File: src/rtl/uart_pkg.sv
// Shared register-map constants and state type for the UART MMIO bridge.
package uart_pkg;

    localparam logic [3:0] DATA_OFS   = 4'h0;
    localparam logic [3:0] STATUS_OFS = 4'h4;
    localparam logic [3:0] CTRL_OFS   = 4'h8;

    localparam int unsigned ST_RX_EMPTY    = 0;
    localparam int unsigned ST_TX_FULL     = 1;
    localparam int unsigned ST_RX_UNDERRUN = 2;
    localparam int unsigned ST_TX_DROP     = 3;

    localparam int unsigned CTRL_RX_IE = 0;
    localparam int unsigned CTRL_TX_IE = 1;

    typedef enum logic {IDLE, RESP} bridge_state_t;

endpackage

File: src/rtl/uart_mmio_bridge.sv
// 32-bit memory-mapped register front end for the uart_top RX/TX FIFOs,
// with sticky error flags, interrupt enables and a registered level irq.
module uart_mmio_bridge
    import uart_pkg::*;
#(
    parameter int unsigned ADDR_W   = 4,
    parameter int unsigned DBIT     = 8,
    parameter logic [1:0]  CTRL_RST = 2'b00
) (
    input  logic              clk,
    input  logic              reset,
    input  logic              req_valid,
    output logic              req_ready,
    input  logic              req_we,
    input  logic [ADDR_W-1:0] req_addr,
    input  logic [31:0]       req_wdata,
    input  logic [3:0]        req_be,
    output logic              resp_valid,
    output logic [31:0]       resp_rdata,
    output logic              resp_err,
    output logic              rd_uart,
    input  logic [DBIT-1:0]   r_data,
    input  logic              rx_empty,
    output logic              wr_uart,
    output logic [DBIT-1:0]   w_data,
    input  logic              tx_full,
    output logic              irq
);

    bridge_state_t r_state;
    logic          r_ready;
    logic          r_resp_valid;
    logic [31:0]   r_rdata;
    logic          r_resp_err;
    logic          r_tx_drop;
    logic          r_rx_underrun;
    logic [1:0]    r_ctrl;
    logic          r_irq;

    logic          w_accept;
    logic          w_bad;
    logic          w_ok;
    logic [1:0]    w_idx;
    logic          w_sel_data;
    logic          w_sel_status;
    logic          w_sel_ctrl;
    logic          w_be0;
    logic          w_pop;
    logic          w_push;
    logic          w_tx_drop_nx;
    logic          w_rx_underrun_nx;
    logic [1:0]    w_ctrl_nx;
    logic [31:0]   w_rdata;
    logic          w_unused_bits;

    assign w_unused_bits = ^{req_wdata[31:DBIT], req_be[3:1]};

    always_comb begin
        w_accept     = (r_state == IDLE) & r_ready & req_valid;
        w_bad        = (req_addr[1:0] != 2'b00) || ((req_addr >> 4) != '0);
        w_ok         = w_accept & ~w_bad;
        w_idx        = req_addr[3:2];
        w_sel_data   = (w_idx == DATA_OFS[3:2]);
        w_sel_status = (w_idx == STATUS_OFS[3:2]);
        w_sel_ctrl   = (w_idx == CTRL_OFS[3:2]);
        w_be0        = req_be[0];

        w_pop  = w_ok & ~req_we & w_sel_data & ~rx_empty;
        w_push = w_ok &  req_we & w_sel_data & w_be0 & ~tx_full;

        // Clear first, then OR in the set so a simultaneous set event wins.
        w_tx_drop_nx     = r_tx_drop;
        w_rx_underrun_nx = r_rx_underrun;
        if (w_ok & req_we & w_sel_status & w_be0) begin
            if (req_wdata[ST_TX_DROP])     w_tx_drop_nx     = 1'b0;
            if (req_wdata[ST_RX_UNDERRUN]) w_rx_underrun_nx = 1'b0;
        end
        if (w_ok &  req_we & w_sel_data & w_be0 & tx_full) w_tx_drop_nx     = 1'b1;
        if (w_ok & ~req_we & w_sel_data & rx_empty)        w_rx_underrun_nx = 1'b1;

        w_ctrl_nx = r_ctrl;
        if (w_ok & req_we & w_sel_ctrl & w_be0) w_ctrl_nx = req_wdata[1:0];

        w_rdata = '0;
        if (w_ok & ~req_we) begin
            if (w_sel_data & ~rx_empty) w_rdata = 32'(r_data) | (32'd1 << DBIT);
            else if (w_sel_status)      w_rdata = {28'b0, r_tx_drop, r_rx_underrun, tx_full, rx_empty};
            else if (w_sel_ctrl)        w_rdata = {30'b0, r_ctrl};
        end
    end

    always_ff @(posedge clk or negedge reset) begin
        if (!reset) begin
            r_state       <= IDLE;
            r_ready       <= 1'b0;
            r_resp_valid  <= 1'b0;
            r_rdata       <= '0;
            r_resp_err    <= 1'b0;
            r_tx_drop     <= 1'b0;
            r_rx_underrun <= 1'b0;
            r_ctrl        <= CTRL_RST;
            r_irq         <= 1'b0;
        end else begin
            r_tx_drop     <= w_tx_drop_nx;
            r_rx_underrun <= w_rx_underrun_nx;
            r_ctrl        <= w_ctrl_nx;
            r_irq         <= (w_ctrl_nx[CTRL_RX_IE] & ~rx_empty) | (w_ctrl_nx[CTRL_TX_IE] & ~tx_full)
                           | w_tx_drop_nx | w_rx_underrun_nx;
            case (r_state)
                IDLE: begin
                    r_ready <= 1'b1;
                    if (w_accept) begin
                        r_state      <= RESP;
                        r_ready      <= 1'b0;
                        r_resp_valid <= 1'b1;
                        r_rdata      <= w_rdata;
                        r_resp_err   <= w_bad;
                    end
                end
                RESP: begin
                    r_state      <= IDLE;
                    r_ready      <= 1'b1;
                    r_resp_valid <= 1'b0;
                    r_rdata      <= '0;
                    r_resp_err   <= 1'b0;
                end
                default: r_state <= IDLE;
            endcase
        end
    end

    assign req_ready  = r_ready;
    assign resp_valid = r_resp_valid;
    assign resp_rdata = r_rdata;
    assign resp_err   = r_resp_err;
    assign irq        = r_irq;
    assign rd_uart    = w_pop;
    assign wr_uart    = w_push;
    assign w_data     = w_push ? req_wdata[DBIT-1:0] : '0;

endmodule

File: config.mk
export PLATFORM = sky130hd
export DESIGN_NAME = uart_mmio_bridge
export DESIGN_NICKNAME = d
export VERILOG_FILES = /design/src/rtl/uart_pkg.sv /design/src/rtl/uart_mmio_bridge.sv
export SDC_FILE = /design/constraint.sdc
export NUM_CORES = 1
export LEC_CHECK = 0
export BUFFER_PORTS_ARGS = -buffer_cell sky130_fd_sc_hd__clkbuf_2
export CORE_UTILIZATION = 40
export CTS_BUF_LIST = sky130_fd_sc_hd__clkbuf_4 sky130_fd_sc_hd__clkbuf_8
export CTS_CLUSTER_SIZE = 20
export DETAILED_ROUTE_END_ITERATION = 6
export GPL_ROUTABILITY_DRIVEN = 0
export GPL_TIMING_DRIVEN = 0
export PLACE_DENSITY = 0.84
export SETUP_SLACK_MARGIN = 0.15
export SLEW_MARGIN = 40
export SYNTH_ARGS = -nofsm -noshare
export SYNTH_HDL_FRONTEND = slang
export SYNTH_SLANG_ARGS = --single-unit
export TNS_END_PERCENT = 10
File: constraint.sdc
create_clock -name clk -period 2.63 [get_ports clk]
set_input_delay 0.3945 -clock clk [delete_from_list [all_inputs] [get_ports clk]]
set_output_delay 0.3945 -clock clk [all_outputs]
set_load 0.02 [all_outputs]
==> flow_metrics.tcl, run 1 <==
set metrics [dict create \
    post-route-period-util 0.8205 \
    ir_drop_mv 0.2452 \
    tritoncts "done" \
    pin_count 100 \
    fp.dieW_um 52.52 \
    clk_latency_ns 0.27 \
    crit_slowest_cell "dfrtp_1" \
    synthTopCellsByCount "buf_4 (23), dfrtp_1 (18), and2_1 (8)" \
    io_buffers 49 \
    leakage_nw 0.8335 \
    drtAntennaViolNets 0 \
    design_area_mm2 0.001415 \
    path_clk_slew_ns 0.09 \
    fmax_mhz 463.4 \
    fin_worst_skew_ns 0.001477 \
    path_delay_family "simple AND/OR/NAND/NOR gates" \
    post-route-min-period_ns 2.158 \
    num_antenna_cells 0 \
    final_hold_viol_count 0 \
    ys_seq_area_frac 0.4412 \
    die_h_um 52.52 \
    dieArea_mm2 0.002758 \
    crit_chain "nand3b_1 -> inv_2 -> and4_1 -> clkbuf_1 -> and2_1 -> clkbuf_2" \
    start_util 0.4404 \
    synth_top_cell_by_area "dfrtp_1" \
    cts_made_buffers 3 \
    slowest_delay_ns 0.39 \
    drive_gt1_frac 0.4602 \
    tightest_slew_ns 0.7307 \
    avgSynthCellArea_um2 10.01 \
    fin_nets 232 \
    final_util 0.6104 \
    cp-start-kind "flip-flop" \
    rsz0062_at_grt "false" \
    grt_pass1_wl_um 3318 \
    cp_max_fo 9 \
    grt_usage 0.1637 \
    maxSlewHeadroom 0.5129 \
    cp.required_ns 2.24 \
    synth.most_common_cell "buf_4" \
    viasPerCell 4.613 \
    grt_pass1_vias 832 \
    startpoint "r_state" \
    dp_hpwl_um 1799 \
    synth.top_cell.area_share 0.4412 \
    wire_per_inst_um 10.40 \
    hp-class "in2async" \
    setup_viol 0 \
    drt-initial-drc-count 11 \
    h-tree-depth 1 \
    rows 17 \
    ys.flop_type "dfrtp_1" \
    synthDistinctLibCells 29 \
    num_vias 941 \
    clockRootBuffer "clkbuf_4" \
    post_cts_buffers 0 \
    setup_tns_ns 0 \
    worst_slack_ns 0.4720 \
    cts.sinks 18 \
    synth_area_mm2 0.001021 \
    synthArstFlopShare 1.000 \
    grt_antenna_before_repair 0 \
    worst_setup_path_end_kind "output pin" \
    grt_remaining_overflow 0 \
    place_ws_ns 0.4770 \
    synth-seq-cells 18 \
    yosys_warnings 0 \
    placed_area_mm2 0.001384 \
    synthTopCellsByArea "dfrtp_1 (44%), buf_4 (17%), and2_1 (4.9%), a22o_1 (3.4%), a22oi_1 (2.9%)" \
    cts.path.max_buffers 2 \
    rr_startpoint "r_state" \
    cap_viol_max_count 0 \
    power.density_mw_per_mm2 406.9 \
    synth_cells 102 \
    critPathKind "reg2out" \
    wl_um 2121 \
    first_pass_iters 4 \
    status "completed" \
    slew_violations 0 \
    arrival_ns 1.76 \
    nFillCells 205 \
    path_buf_inv 3 \
    core_area_mm2 0.002318 \
    synth_edf_count 0 \
    area_growth_syn_to_layout_pct 38.60 \
    grt_max_degree 19 \
    drc 0 \
]
-- layout make-up --
cell class,instances,area [µm²],area share
Multi-Input combinational cell,77,466.7,0.3298
Timing Repair Buffer,49,245.2,0.1733
Buffer,24,176.4,0.1247
Sequential cell,18,450.4,0.3183
Inverter,5,18.77,0.01326
Clock buffer,3,22.52,0.01592
Tap cell,28,35.03,0.02476
-- cell usage in the layout (no fill, tap or decap) --
cell,n
a21o_1,1
a21oi_1,2
nand2_1,6
and2b_1,1
conb_1,23
nor2_1,5
nand3b_1,1
mux2_2,2
and2_1,8
buf_4,23
o31ai_1,2
o21ai_0,2
a22oi_1,4
clkbuf_4,3
a2bb2oi_1,1
and4_1,3
or4_1,1
dfrtp_1,18
and4bb_1,1
inv_1,4
a22o_1,4
and3_1,1
a41oi_1,2
clkbuf_2,49
nor3_1,1
nor2b_1,1
nor4_4,1
a221o_1,2
or2_2,2
clkbuf_1,1
inv_2,1
-- metrics by stage --
| stage | power, mW | hold WS (ns) | cells |
|---|---|---|---|
| 5_1_grt | 0.6130 | 0.07018 | 204 |
| 3_5_place_dp | 0.4570 | 0.3518 | 201 |
| 6_report | 0.5758 | 0.03765 | 204 |
| 4_1_cts | 0.5811 | 0.04583 | 204 |
| 3_3_place_gp | 0.4525 | 0.3435 | 201 |
| 2_1_floorplan | 0.4083 | 0.09891 | 124 |
-- worst register-to-register path, stage by stage, from the launching register on --
cell and delay, ns:
dfrtp_1 0.39, nand3b_1 0.19, inv_2 0.14, a41oi_1 0.14, or4_1 0.54, a221o_1 0.27
-- sequential cells by signal, indices dropped and copies added (netlist names) --
name	flops
r_state	1
irq	1
r_ctrl	2
r_tx_drop	1
resp_valid	1
r_rx_underrun	1
resp_rdata	9
resp_err	1
req_ready	1
-- cell families after synthesis --
group	Yosys count	synth area share
DFF	18	0.4412
AOI/OAI and AO/OA	20	0.1507
and+or+nand+nor	32	0.1912
buffers and inverters	29	0.1912
muxes	2	0.02206
other	1	0.003673
-- timing repair --
item | CTS | global route
resized for setup | 0 | 1
setup endpoints to repair | 0 | 1
endpoints found under the hold margin | 0 | 0
hold buffers | 0 | 0
-- where the power goes --
part	internal, mW	switching [mW]
Clock	0.0530	0.0698
Sequential	0.293	0.00961
Combinational	0.0610	0.0894
-- layer usage --
metal  share of wire  vias up  track usage
li1                -      462            -
met1            0.43      422       0.2076
met2            0.47       55       0.2848
met3           0.097        2      0.02029
met4          0.0028        0      0.05263
met5               0        -            0
-- path summary, 6_finish.rpt --
kind,end,slack [ns],cells after the start
setup / recovery,w_data[1],0.47,6
hold / removal,r_rx_underrun,0.04,1
setup reg to reg,irq,0.85,5
hold reg to reg,resp_valid,0.45,1
max in group asynchronous,resp_rdata[0],2.30,1
min in group clk,resp_rdata[6],0.35,2
Power figures use the tool's default switching activity.
==> run 2: changes to the inputs <==
CORE_UTILIZATION = 37   (was 40)
PLACE_DENSITY = 0.78   (was 0.84)
clock period = 2 ns   (was 2.63 ns; I/O delays follow)
==> run 2 against run 1 <==
  * Critical path depth stayed put
  * Sequential power is 31% higher
  * Final area grew 12%
  * Combinational power increased by 46%
  * Die area rose by 7.8%
  * Largest cell class is now buffers
  * Setup slack got worse by 0.36 ns
  * Highest routed layer unchanged
==> flow_metrics.tcl, run 2 (synthesized netlist as in run 1, its figures left out) <==
set metrics [dict create \
    status "completed" \
    globalRouteMet1Util 0.1928 \
    top_usage_layer "met2" \
    clockRootBuffer "clkbuf_4" \
    final_common_cell "clkbuf_2" \
    fmax_mhz 529.2 \
    tightest_slew_ns 0.7211 \
    gr-usage-met2 0.3089 \
    wl_um 2326 \
    drive_gt1_frac 0.5351 \
    pin_count 100 \
    grt_max_degree 19 \
    multiInputGateArea_um2 489.2 \
    grt_pass1_wl_um 3574 \
    fin_worst_skew_ns 0.006644 \
    largest_register_ffs 9 \
    clk_latency_ns 0.30 \
    io_buffers 49 \
    maxSlewHeadroom 0.5193 \
    area_growth_syn_to_layout_pct 55.51 \
    num_antenna_cells 0 \
    fp.dieW_um 54.53 \
    tritoncts "done" \
    viasPerCell 4.521 \
    leakage_nw 0.9124 \
    cts_made_buffers 3 \
    grt_pass1_vias 870 \
    grt_antenna_before_repair 0 \
    final_cell_mix "clkbuf_2 (40), buf_4 (30), conb_1 (23), dfrtp_1 (18), buf_6 (8)" \
    post-route-period-util 0.9448 \
    hp-class "in2reg" \
    arrival_ns 1.59 \
    cp_max_fo 4 \
    wire_per_inst_um 10.82 \
    ir_drop_mv 0.3934 \
    drt-initial-drc-count 4 \
    h-tree-depth 1 \
    setup_tns_ns 0 \
    drtAntennaViolNets 0 \
    slew_violations 0 \
    cp.required_ns 1.70 \
    core_area_mm2 0.002545 \
    regArea_um2 450.4 \
    path_clk_slew_ns 0.10 \
    fin_nets 240 \
    rsz0062_at_grt "true" \
    first_pass_iters 4 \
    drc 0 \
    num_vias 972 \
    final_hold_viol_count 0 \
    final_util 0.6239 \
    grt_use_met3 0.02222 \
    dp_hpwl_um 1770 \
    nFillCells 222 \
    dieArea_mm2 0.002974 \
    die_h_um 54.53 \
    cp-start-kind "flip-flop" \
    worst_setup_path_end_kind "output pin" \
    cts.sinks 18 \
    cap_viol_max_count 0 \
    cts.path.max_buffers 2 \
    power.density_mw_per_mm2 528.2 \
    grt_remaining_overflow 0 \
    rows 18 \
    grt_usage 0.1692 \
    critPathKind "reg2out" \
    setup_viol 0 \
    start_util 0.4012 \
    post-route-min-period_ns 1.890 \
]
run 2: path summary, 6_finish.rpt:
check                      startpoint  slack, ns       endpoint  depth (start not counted)
max                           r_state       0.11      w_data[3]                          6
max reg2reg                   r_state       0.16            irq                          6
min                         r_data[0]       0.23  resp_rdata[0]                          2
min in group asynchronous       reset       0.47      req_ready                          2
max in group asynchronous       reset       1.21  resp_rdata[4]                          2
min reg2reg                  resp_err       0.48       resp_err                          2
run 2: power by group:
group	switching, mW	total [mW]	internal, mW
combinational	0.124	0.219	0.0947
clock	0.113	0.224	0.111
sequential	0.0110	0.396	0.385
total	0.248	0.839	0.591
run 2: worst max-delay path: stages (launching register included):
cell and delay [ns]:
dfrtp_1 0.38, nand3b_1 0.19, inv_2 0.12, and4_4 0.24, buf_6 0.11, and2_1 0.14
buf_6 0.12
run 2: area by class of cell:
| type | instances | share of cell area |
|---|---|---|
| multi-input cells | 77 | 0.3081 |
| plain buffers | 24 | 0.1182 |
| repair buffers | 57 | 0.2317 |
| inverters | 5 | 0.01182 |
| flip-flops and latches | 18 | 0.2837 |
| clock buffers | 4 | 0.02285 |
| well taps | 30 | 0.02364 |
run 2: what timing repair did:
action,in CTS,in global routing
hold endpoints to repair,18,0
setup endpoints to repair,10,11
pin swaps,2,4
hold buffers,1,0
resized for setup,11,31
cloned,0,1
setup buffers,4,2
run 2: through the flow:
step                      hold WS [ns]  total power, mW  worst slack (ns)  cell area (µm²)  std cells
after detailed placement        0.2685           0.6011           0.03623             1386        203
after global routing            0.2289           0.8842           0.02472             1588        215
after CTS                       0.2274           0.8377           0.08801             1503        212
after global placement          0.2494           0.5959            0.1212             1386        203
after floorplan               0.004409           0.5369            0.2045             1104        124
final                           0.2342           0.8387            0.1104             1588        215
run 2: routing by layer:
metal | wire length (µm) | share of wire
met2 | 1107 | 0.48
met4 | 29 | 0.012
met1 | 1002 | 0.43
met3 | 186 | 0.080
met5 | 0 | 0
